==> src/rtl/elbeth_hazard_ctrl_pkg.sv <==
// Shared stage indices, port-waiter state encoding and defaults for the
// ELBETH stall/flush controller.
package elbeth_hazard_ctrl_pkg;

    localparam int STG_IF  = 0;
    localparam int STG_ID  = 1;
    localparam int STG_EXS = 2;

    localparam int DEFAULT_TIMEOUT = 255;
    localparam int DEFAULT_CNT_W   = 8;

    typedef enum logic [1:0] {
        IDLE  = 2'd0,
        WAIT  = 2'd1,
        DRAIN = 2'd2
    } wait_state_t;

    // A waiting port holds its owning stage and every stage in front of it.
    function automatic logic owns_stage(input logic [3:0] owner, input int stage);
        return int'(owner) >= stage;
    endfunction

endpackage

==> src/rtl/elbeth_hazard_ctrl_if.sv <==
// Memory-port handshake bundle between the pipeline's memory ports and the
// hazard controller.
interface elbeth_hazard_ctrl_if #(
    parameter int NUM_PORTS = 2
);
    logic [NUM_PORTS-1:0] port_en;
    logic [NUM_PORTS-1:0] port_ready;
    logic [NUM_PORTS-1:0] port_timeout;
    logic                 bus_error;

    modport master (
        output port_en,
        output port_ready,
        input  port_timeout,
        input  bus_error
    );

    modport slave (
        input  port_en,
        input  port_ready,
        output port_timeout,
        output bus_error
    );
endinterface

==> src/rtl/elbeth_hazard_ctrl_port_waiter.sv <==
// Per-port wait tracker: IDLE/WAIT/DRAIN FSM with a saturating wait counter
// that raises a one-cycle timeout when the port has waited TIMEOUT cycles.
module elbeth_port_waiter
    import elbeth_hazard_ctrl_pkg::*;
#(
    parameter int TIMEOUT = DEFAULT_TIMEOUT,
    parameter int CNT_W   = DEFAULT_CNT_W
) (
    input  logic clk,
    input  logic rst,
    input  logic en,
    input  logic ready,
    output logic waiting,
    output logic timeout
);

    localparam logic [CNT_W-1:0] TIMEOUT_C = CNT_W'(TIMEOUT);
    localparam logic [CNT_W-1:0] CNT_MAX   = '1;

    wait_state_t      state_reg;
    logic [CNT_W-1:0] cnt_reg;
    logic             expire;

    assign expire  = (state_reg == WAIT) & en & ~ready & (cnt_reg == TIMEOUT_C);
    // After a timeout the port is abandoned (DRAIN) so it no longer holds the pipe.
    assign waiting = ~rst & en & ~ready & (state_reg != DRAIN);
    assign timeout = ~rst & expire;

    always_ff @(posedge clk) begin
        if (rst) begin
            state_reg <= IDLE;
            cnt_reg   <= '0;
        end else begin
            unique case (state_reg)
                IDLE: begin
                    if (en & ~ready) begin
                        state_reg <= WAIT;
                        cnt_reg   <= CNT_W'(1);
                    end
                end
                WAIT: begin
                    if (~en | ready) begin
                        state_reg <= IDLE;
                        cnt_reg   <= '0;
                    end else if (cnt_reg == TIMEOUT_C) begin
                        state_reg <= DRAIN;
                        cnt_reg   <= '0;
                    end else if (cnt_reg != CNT_MAX) begin
                        cnt_reg <= cnt_reg + CNT_W'(1);
                    end
                end
                DRAIN: begin
                    if (~en) begin
                        state_reg <= IDLE;
                    end
                end
                default: begin
                    state_reg <= IDLE;
                    cnt_reg   <= '0;
                end
            endcase
        end
    end

endmodule

==> src/rtl/elbeth_hazard_ctrl.sv <==
// Stall/flush controller for the ELBETH pipeline: memory back-pressure,
// load-use bubble, deferred branch flush and exception/bus-error flush.
module elbeth_hazard_ctrl
    import elbeth_hazard_ctrl_pkg::*;
#(
    parameter int                         NUM_STAGES = 3,
    parameter int                         NUM_PORTS  = 2,
    parameter logic [NUM_PORTS*4-1:0]     PORT_STAGE = {4'd2, 4'd0},
    parameter int                         TIMEOUT    = DEFAULT_TIMEOUT,
    parameter int                         CNT_W      = DEFAULT_CNT_W
) (
    input  logic                  clk,
    input  logic                  rst,
    elbeth_hazard_ctrl_if.slave   mem,
    input  logic                  id_load_use,
    input  logic                  id_branch_taken,
    input  logic                  exs_exception,
    output logic [NUM_STAGES-1:0] stall,
    output logic [NUM_STAGES-1:0] flush
);

    logic [NUM_PORTS-1:0]  port_wait;
    logic [NUM_PORTS-1:0]  port_to;
    logic [NUM_PORTS-1:0]  cover_mask [NUM_STAGES];
    logic [NUM_STAGES-1:0] mem_stall;
    logic [NUM_STAGES-1:0] base_stall;

    logic pend_flush_reg;
    logic pend_flush_next;
    logic exc;
    logic lu_bubble;
    logic branch_req;

    genvar gi, gj;
    generate
        for (gi = 0; gi < NUM_PORTS; gi++) begin : g_port
            elbeth_port_waiter #(
                .TIMEOUT (TIMEOUT),
                .CNT_W   (CNT_W)
            ) u_waiter (
                .clk     (clk),
                .rst     (rst),
                .en      (mem.port_en[gi]),
                .ready   (mem.port_ready[gi]),
                .waiting (port_wait[gi]),
                .timeout (port_to[gi])
            );
        end

        for (gi = 0; gi < NUM_STAGES; gi++) begin : g_stage
            for (gj = 0; gj < NUM_PORTS; gj++) begin : g_cover
                assign cover_mask[gi][gj] = owns_stage(PORT_STAGE[gj*4 +: 4], gi);
            end
            assign mem_stall[gi] = |(port_wait & cover_mask[gi]);

            if (gi <= STG_ID) begin : g_lu
                assign base_stall[gi] = mem_stall[gi] | id_load_use;
            end else begin : g_nolu
                assign base_stall[gi] = mem_stall[gi];
            end
        end
    endgenerate

    assign mem.port_timeout = port_to;
    assign mem.bus_error    = |port_to;

    assign exc        = exs_exception | (|port_to);
    // A load still waiting on memory in EXS has not produced a result to bubble past.
    assign lu_bubble  = id_load_use & ~mem_stall[STG_EXS];
    assign branch_req = id_branch_taken | pend_flush_reg;

    always_comb begin
        stall           = base_stall;
        flush           = '0;
        pend_flush_next = pend_flush_reg;
        if (rst) begin
            stall           = '0;
            flush           = '1;
            pend_flush_next = 1'b0;
        end else if (exc) begin
            stall           = '0;
            flush           = '1;
            pend_flush_next = 1'b0;
        end else begin
            if (lu_bubble) begin
                flush[STG_EXS] = 1'b1;
            end
            // A redirect cannot bubble IF while it is held; remember it until released.
            if (base_stall[STG_IF]) begin
                pend_flush_next = branch_req;
            end else begin
                flush[STG_IF]   = branch_req;
                pend_flush_next = 1'b0;
            end
        end
    end

    always_ff @(posedge clk) begin
        if (rst) begin
            pend_flush_reg <= 1'b0;
        end else begin
            pend_flush_reg <= pend_flush_next;
        end
    end

endmodule

==> src/flat_wrapper.sv <==
// flat-port wrapper written by rule: the top's interface ports become plain ports
module elbeth_hazard_ctrl_flat import elbeth_hazard_ctrl_pkg::*;
#(
    parameter int                         NUM_STAGES = 3,
    parameter int                         NUM_PORTS  = 2,
    parameter logic [NUM_PORTS*4-1:0]     PORT_STAGE = {4'd2, 4'd0},
    parameter int                         TIMEOUT    = DEFAULT_TIMEOUT,
    parameter int                         CNT_W      = DEFAULT_CNT_W
)
  (clk, rst, id_load_use, id_branch_taken, exs_exception, stall, flush, mem_port_en, mem_port_ready, mem_port_timeout, mem_bus_error);
  elbeth_hazard_ctrl_if #(.NUM_PORTS(NUM_PORTS)) mem_i ();
  input  logic clk;
  input  logic rst;
  input  logic id_load_use;
  input  logic id_branch_taken;
  input  logic exs_exception;
  output logic [NUM_STAGES-1:0] stall;
  output logic [NUM_STAGES-1:0] flush;
  input wire logic [$bits(mem_i.port_en)-1:0] mem_port_en;
  input wire logic [$bits(mem_i.port_ready)-1:0] mem_port_ready;
  output wire logic [$bits(mem_i.port_timeout)-1:0] mem_port_timeout;
  output wire logic [$bits(mem_i.bus_error)-1:0] mem_bus_error;
  assign mem_i.port_en = mem_port_en;
  assign mem_i.port_ready = mem_port_ready;
  assign mem_port_timeout = mem_i.port_timeout;
  assign mem_bus_error = mem_i.bus_error;
  elbeth_hazard_ctrl #(.NUM_STAGES(NUM_STAGES), .NUM_PORTS(NUM_PORTS), .PORT_STAGE(PORT_STAGE), .TIMEOUT(TIMEOUT), .CNT_W(CNT_W)) u_core (.clk(clk), .rst(rst), .mem(mem_i), .id_load_use(id_load_use), .id_branch_taken(id_branch_taken), .exs_exception(exs_exception), .stall(stall), .flush(flush));
endmodule
==> config.mk <==
export PLATFORM = sky130hd
export DESIGN_NAME = elbeth_hazard_ctrl_flat
export DESIGN_NICKNAME = d
export VERILOG_FILES = /design/src/rtl/elbeth_hazard_ctrl_pkg.sv /design/src/rtl/elbeth_hazard_ctrl_if.sv /design/src/rtl/elbeth_hazard_ctrl_port_waiter.sv /design/src/rtl/elbeth_hazard_ctrl.sv /design/src/flat_wrapper.sv
export SDC_FILE = /design/constraint.sdc
export NUM_CORES = 1
export LEC_CHECK = 0
export ABC_AREA = 1
export BUFFER_PORTS_ARGS = -buffer_cell sky130_fd_sc_hd__buf_2
export CORE_MARGIN = 4
export CORE_UTILIZATION = 35
export CTS_CLUSTER_SIZE = 30
export DETAILED_ROUTE_END_ITERATION = 7
export GPL_TIMING_DRIVEN = 0
export PLACE_DENSITY = 0.56
export SETUP_SLACK_MARGIN = 0.15
export SYNTH_ARGS = -nofsm -noshare
export SYNTH_HDL_FRONTEND = slang
export SYNTH_SLANG_ARGS = --single-unit
==> constraint.sdc <==
create_clock -name clk -period 3.2 [get_ports clk]
set_input_delay 0.32 -clock clk [delete_from_list [all_inputs] [get_ports clk]]
set_output_delay 0.32 -clock clk [all_outputs]
set_load 0.01 [all_outputs]
==> metrics.md, run 1 <==
| Metric | Value |
|---|---|
| Outcome | finished, final reports clean |
| LEAKAGE | 0.000687 uW |
| CTS-repair resized insts | 0 |
| Avg WL per Cell | 10.6 um |
| Flop-to-flop setup slack | 1.81 ns |
| GPL Wtd Cong | 0.839 |
| R2r startpoint | u_core.g_port[1].u_waiter.cnt_reg[0]$_SDFFE_PP0P_ |
| Core area | 0.00369 mm2 |
| Clock network fraction of total power | 0.352 |
| Yosys reg bits | 21 |
| Worst Setup End Kind | primary output |
| CTS Buf Count | 3 |
| WHS Path Cells | 2 |
| Clock Sinks | 21 |
| Worst skew pair latency | 0.26 ns |
| Nets | 239 |
| Switching part of the total power | 0.267 |
| Synth warnings | 0 |
| Clk pin slew, worst setup/hold paths | 0.08 ns |
| CP peak stage delay | 0.34 ns |
| Most frequent cell after synthesis | nand2_1 |
| Cts hold-fix bufs | 0 |
| Area leader, netlist | dfxtp_1 |
| Post-Place Worst Slack | 1.40 ns |
| CP bufs+invs | 2 |
| Upper clock frequency limit | 478 MHz |
| Crit path top cell by count | nand2_1 |
| Final-report hold violation count | 0 |
| Top delay family on crit path | simple AND/OR/NAND/NOR gates |
| Reg-to-reg endpoint | u_core.pend_flush_reg$_SDFF_PP0_ |
| Hpwl dp | 2.35 mm |
| Slowest CP cell | dfxtp_1 |
| Post-synth cell types | 32 |
| Max FFs per register | 16 |
| Req. time, crit path | 2.88 ns |
| Syn-to-layout area delta | 13.7% |
| Critical Path Fanout Max | 6 |
| EDFF count, synth | 0 |
| Antenna fix cells | 0 |
| Flop pwr share | 0.525 |
| Via count | 1255 |
| Clock Tree Root | clkbuf_8 |
| Clock buffer depth | 2 |
| Minimum clock period | 2.09 ns |
| Die Span Y | 70.1 um |
| Clk_skew | 0.00382 ns |
| Internal cell power | 375 uW |
| Combinational power share | 0.124 |
| Avg Synthesized Cell Area | 6.52 um2 |
| CP Capture Point | stall[1] |
| Synth top cells by count | nand2_1, inv_1, nor2_1 |
| Die area | 0.00491 mm2 |
| DIE WIDTH | 70.1 um |
| First-pass GRT wire length | 5.28 mm |
| I/O Buffers | 16 |
| Synth top area share | 0.312 |
| Vias/cell | 4.56 |
| Final Max Slew Viols | 0 |
| VDD IR max | 0.000136 V |
| Largest net degree at the start of global routing | 12 |
| Row Count | 22 |
| Arrival @ worst endpoint | 1.77 ns |
| Critical path launch point type | flop |
| Worst slew pin tran | 0.475 ns |
| CP cell instances | ha_1, nand2_1, nor2_2, nand2_1, inv_1, nand2_2, nand3_4, nor3_1, buf_2 |
| Fraction of layout cells with a size suffix above 1 | 0.247 |
| Post-synth net total | 218 |
| Initial Util | 0.366 |
| Boundary pin count | 18 |
| Cell depth of the worst flop-to-flop path | 8 |
| CTS tree | yes |
| Final period utilization | 0.654 |
| Post-synthesis sequential area ratio | 0.312 |
| Pwr dens | 334 mW/mm2 |
| Post-synth top flop | dfxtp_1 |
| Initial antenna violation count | 0 |
| DRT iter0 DRCs | 24 |
| Critical Path Start | u_core.g_port[1].u_waiter.cnt_reg[0]$_SDFFE_PP0P_ |
| Final worst slack | 1.11 ns |
| TritonRoute pass-1 iters | 4 |
| Total gr overflow | 0 |
| GRT Util Overall | 0.131 |
| HP Class | in2reg |
| Switching power | 136 uW |
| DRC | 0 |
| Total negative slack | 0 ns |
| Cell area after synthesis | 0.00135 mm2 |
| Max_slew headroom | 0.683 |
| Stages on the worst setup path | 9 |
| Final setup fails | 0 |
| Max cap viols | 0 |
| Setup CP Type | reg2out |
| Synth top area cells | dfxtp_1, nand2_1, inv_1, nor2_1, nand3_1 |
| Post-synth ARST share | 0 |
| RSZ-0062 raised after global routing | false |
| Post-CTS setup buffers | 0 |
| Design area | 0.00153 mm2 |
| Drt total wl | 2.92 mm |
| Detail Route Antenna Nets | 0 |
| Synthesized instance count | 207 |
| Cell Area, Placed | 0.00149 mm2 |
| Vias in the first global route | 1230 |
| H-tree depth | 1 |
==> through the flow <==
stage	total power (uW)	std cells	util	hold WS (ns)
6_report	512	275	0.416	0.314
5_1_grt	539	275	0.416	0.323
4_1_cts	525	275	0.416	0.317
3_5_place_dp	339	271	0.404	0.478
3_3_place_gp	339	271	0.404	0.466
2_1_floorplan	319	207	-	0.452
==> layout make-up <==
type | count | area [um2]
Buffer | 4 | 26.3
Clock buffer | 4 | 45.0
Fill cell | 408 | 2150
Inverter | 35 | 131
Multi-Input combinational cell | 147 | 771
Sequential cell | 21 | 420
Tap cell | 48 | 60.1
Timing Repair Buffer | 16 | 80.1
==> cell families after synthesis <==
group,Yosys count,share of synthesized area
xor+xnor,2,0.0130
buf+inv,39,0.117
simple gates,121,0.440
flops,21,0.312
compound gates,22,0.100
fa+ha+maj,2,0.0185
==> worst min-delay path by stage <==
| stage | from | endpoint |
|---|---|---|
| after floorplan | u_core.g_port[0].u_waiter.cnt_reg[6]$_SDFFE_PP0P_ | u_core.g_port[0].u_waiter.cnt_reg[6]$_SDFFE_PP0P_ |
| after global placement | u_core.g_port[0].u_waiter.cnt_reg[6]$_SDFFE_PP0P_ | u_core.g_port[0].u_waiter.cnt_reg[6]$_SDFFE_PP0P_ |
| after detailed placement | u_core.g_port[0].u_waiter.cnt_reg[6]$_SDFFE_PP0P_ | u_core.g_port[0].u_waiter.cnt_reg[6]$_SDFFE_PP0P_ |
| after CTS | rst | u_core.g_port[0].u_waiter.state_reg[0]$_SDFFE_PP0P_ |
| after global routing | rst | u_core.g_port[0].u_waiter.state_reg[1]$_SDFFE_PP0P_ |
| final | rst | u_core.g_port[0].u_waiter.state_reg[0]$_SDFFE_PP0P_ |
==> cells in the final DEF (no fill, tap or decap), types with 2 or more instances in the layout <==
| cell type | count |
|---|---|
| a21oi_2 | 4 |
| inv_1 | 26 |
| nand4_1 | 3 |
| dfxtp_1 | 21 |
| a31oi_1 | 2 |
| ha_1 | 2 |
| clkinv_1 | 2 |
| nand2_2 | 9 |
| clkbuf_1 | 2 |
| nor2_1 | 26 |
| nor2_4 | 3 |
| buf_4 | 3 |
| o21ai_0 | 4 |
| nand2_1 | 49 |
| clkbuf_8 | 3 |
| nand3_1 | 14 |
| inv_2 | 7 |
| a21oi_1 | 8 |
| nand2_4 | 2 |
| xor2_1 | 2 |
| buf_2 | 16 |
| nor2_2 | 5 |
| nor3_1 | 3 |
==> power groups by stage <==
stage	sequential (uW)	combinational [uW]	clock (uW)
after detailed placement	275	64.3	0
after global routing	269	72.0	198
after global placement	275	64.0	0
final	269	63.4	180
after floorplan	274	45.5	0
after CTS	269	64.5	191
==> metal layers <==
layer  wire [um]  global-route usage
met2        1440               0.229
met3          49              0.0216
met5           0                   0
met4          46              0.0511
met1        1380               0.158
Power figures use the tool's default switching activity.
==> run 2: changes to the inputs <==
clock period = 2.11 ns   (was 3.2 ns; I/O delays follow)
==> run 2 against run 1 <==
Against the previous run:
- global-route usage increased by 0.12 points
- combinational power increased by 62%
- worst setup slack got worse by 0.86 ns
- critical endpoint unchanged
- largest cell class unchanged
- largest power group unchanged
==> metrics.md, run 2 (synthesized netlist as in run 1, its figures left out) <==
| Metric | Value |
|---|---|
| Core area | 0.00369 mm2 (unchanged) |
| Worst skew pair latency | 0.26 ns (about the same) |
| Syn-to-layout area delta | 19.5% (was 13.7%) |
| Setup CP Type | reg2out (unchanged) |
| Drt total wl | 3.04 mm (was 2.92 mm) |
| TritonRoute pass-1 iters | 6 (was 4) |
| Total negative slack | 0 ns (unchanged) |
| Met2 wire length | 1.51 mm (was 1.44 mm) |
| Most frequent cells in the layout | nand2_1, inv_1, nor2_1 (unchanged) |
| CTS tree | yes (unchanged) |
| Post-Place Worst Slack | 0.424 ns (was 1.40 ns) |
| Internal cell power | 573 uW (was 375 uW) |
| Die Span Y | 70.1 um (unchanged) |
| Cell Area, Placed | 0.00149 mm2 (unchanged) |
| Critical Path Fanout Max | 6 (unchanged) |
| Cts hold-fix bufs | 0 (unchanged) |
| Switching part of the total power | 0.270 (was 0.267) |
| Top layer in use | met4 (unchanged) |
| Final Max Slew Viols | 0 (unchanged) |
| Avg WL per Cell | 10.9 um (was 10.6 um) |
| GPL Wtd Cong | 0.839 (unchanged) |
| Outcome | finished, final reports clean (unchanged) |
| LEAKAGE | 0.000719 uW (was 0.000687 uW) |
| Clk_skew | 0.00393 ns (was 0.00382 ns) |
| Req. time, crit path | 1.90 ns (was 2.88 ns) |
| Total gr overflow | 0 (unchanged) |
| Worst slew pin tran | 0.562 ns (was 0.475 ns) |
| DRC | 0 (unchanged) |
| Clock buffer depth | 2 (unchanged) |
| RSZ-0062 raised after global routing | false (unchanged) |
| Antenna fix cells | 0 (unchanged) |
| Clock network fraction of total power | 0.347 (was 0.352) |
| Flop pwr share | 0.521 (was 0.525) |
| Switching power | 212 uW (was 136 uW) |
| Final worst slack | 0.246 ns (was 1.11 ns) |
| Via count | 1273 (was 1255) |
| Nets | 242 (was 239) |
| HP Class | in2reg (unchanged) |
| Fin cells | 278 (was 275) |
| Clock Sinks | 21 (unchanged) |
| Upper clock frequency limit | 537 MHz |
| Max cap viols | 0 (unchanged) |
| Max_slew headroom | 0.625 (was 0.683) |
| I/O Buffers | 16 (unchanged) |
| Cells after DPL | 271 (unchanged) |
| Vias in the first global route | 1244 (was 1230) |
| Final period utilization | 0.883 |
| M1 WL | 1.39 mm (was 1.38 mm) |
| Boundary pin count | 18 (unchanged) |
| GRT Util Overall | 0.132 (was 0.131) |
| Row Count | 22 (unchanged) |
| Detail Route Antenna Nets | 0 (unchanged) |
| Total power | 785 uW (was 512 uW) |
| Die area | 0.00491 mm2 (unchanged) |
| Clock Tree Root | clkbuf_8 (unchanged) |
| Combinational power share | 0.132 (was 0.124) |
| Critical path launch point type | flop (unchanged) |
| Final setup fails | 0 (unchanged) |
| Clk pin slew, worst setup/hold paths | 0.08 ns (about the same) |
| Worst Setup End Kind | primary output (unchanged) |
| Design area | 0.00161 mm2 (was 0.00153 mm2) |
| Hpwl dp | 2.35 mm (unchanged) |
| Fillcell total | 402 (was 408) |
| Vias/cell | 4.58 (was 4.56) |
| First-pass GRT wire length | 5.32 mm (was 5.28 mm) |
| DRT iter0 DRCs | 29 (was 24) |
| Most common cell after layout, fill and taps aside | nand2_1 (unchanged) |
| Pwr dens | 487 mW/mm2 (was 334 mW/mm2) |
| Fraction of layout cells with a size suffix above 1 | 0.300 (was 0.247) |
| Largest net degree at the start of global routing | 12 (unchanged) |
| DIE WIDTH | 70.1 um (unchanged) |
| Arrival @ worst endpoint | 1.65 ns (was 1.77 ns) |
| Final-report hold violation count | 0 (unchanged) |
| VDD IR max | 0.000207 V (was 0.000136 V) |
| H-tree depth | 1 (unchanged) |
| DR WL met3 | 57 um (was 49 um) |
| Max FFs per register | 16 (unchanged) |
| Initial antenna violation count | 0 (unchanged) |
| CTS Buf Count | 3 (unchanged) |
| Initial Util | 0.366 (unchanged) |
| Minimum clock period | 1.86 ns |
==> run 2: changes by cell type in the layout (fill, tap and decap cells not counted), moves of 2 or more <==
cell     before  now
dfxtp_1      21   18
dfxtp_2       0    3
nand2_1      49   47
nor2_4        3    5
buf_4         3    6
ha_1          2    0
nor2_1       26   24
==> run 2: timing repair <==
item / in CTS / in global routing
pin swaps: 0 / 3
buffers inserted: 0 / 3
endpoints found under the setup margin: 2 / 7
gates resized for setup: 2 / 13
==> run 2: metal layers <==
metal | vias to the layer above | GRT usage
met5 | - | 0
met4 | 0 | 0.0574
met3 | 9 | 0.0259
met2 | 10 | 0.226
met1 | 568 | 0.159
li1 | 686 | -
==> run 2: worst paths after layout <==
| path | start | to | slack (ns) | cells after the start |
|---|---|---|---|---|
| setup reg to reg | u_core.g_port[1].u_waiter.cnt_reg[0]$_SDFFE_PP0P_ | u_core.pend_flush_reg$_SDFF_PP0_ | 0.73 | 9 |
| setup / recovery | u_core.g_port[1].u_waiter.cnt_reg[0]$_SDFFE_PP0P_ | stall[1] | 0.25 | 9 |
| hold reg to reg | u_core.g_port[0].u_waiter.cnt_reg[6]$_SDFFE_PP0P_ | u_core.g_port[0].u_waiter.cnt_reg[6]$_SDFFE_PP0P_ | 0.48 | 2 |
| hold / removal | rst | u_core.g_port[0].u_waiter.state_reg[0]$_SDFFE_PP0P_ | 0.21 | 2 |
==> run 2: worst max-delay path: stages, from the launching register on <==
cell     delay, ns
dfxtp_2       0.35
ha_4          0.17
nand2_4       0.07
nor2_4        0.04
nand2_2       0.08
inv_1         0.08
nand2_2       0.11
nand3_4       0.13
nor3_4        0.20
buf_2         0.16
==> run 2: power groups by stage <==
stage	clock network, uW	logic, uW	registers, uW
final	273	103	409
after global routing	300	116	410
after CTS	290	98.7	408
after detailed placement	0	97.6	417
after global placement	0	97.1	417
after floorplan	0	69.0	415
==> run 2: layout make-up <==
cell class / count / area [um2] / area share
multi-input combinational: 147 / 822 / 0.510
sequential: 21 / 424 / 0.263
inverter: 35 / 131 / 0.0815
timing repair buffer: 19 / 103 / 0.0637
tap: 48 / 60.1 / 0.0373
clock buffer: 4 / 45.0 / 0.0280
buffer: 4 / 26.3 / 0.0163
==> run 2: metrics by stage <==
step,hold WS (ns),utilization
after floorplan,0.383,-
after global placement,0.466,0.404
after detailed placement,0.478,0.404
after CTS,0.208,0.418
after global routing,0.214,0.437
final,0.206,0.437
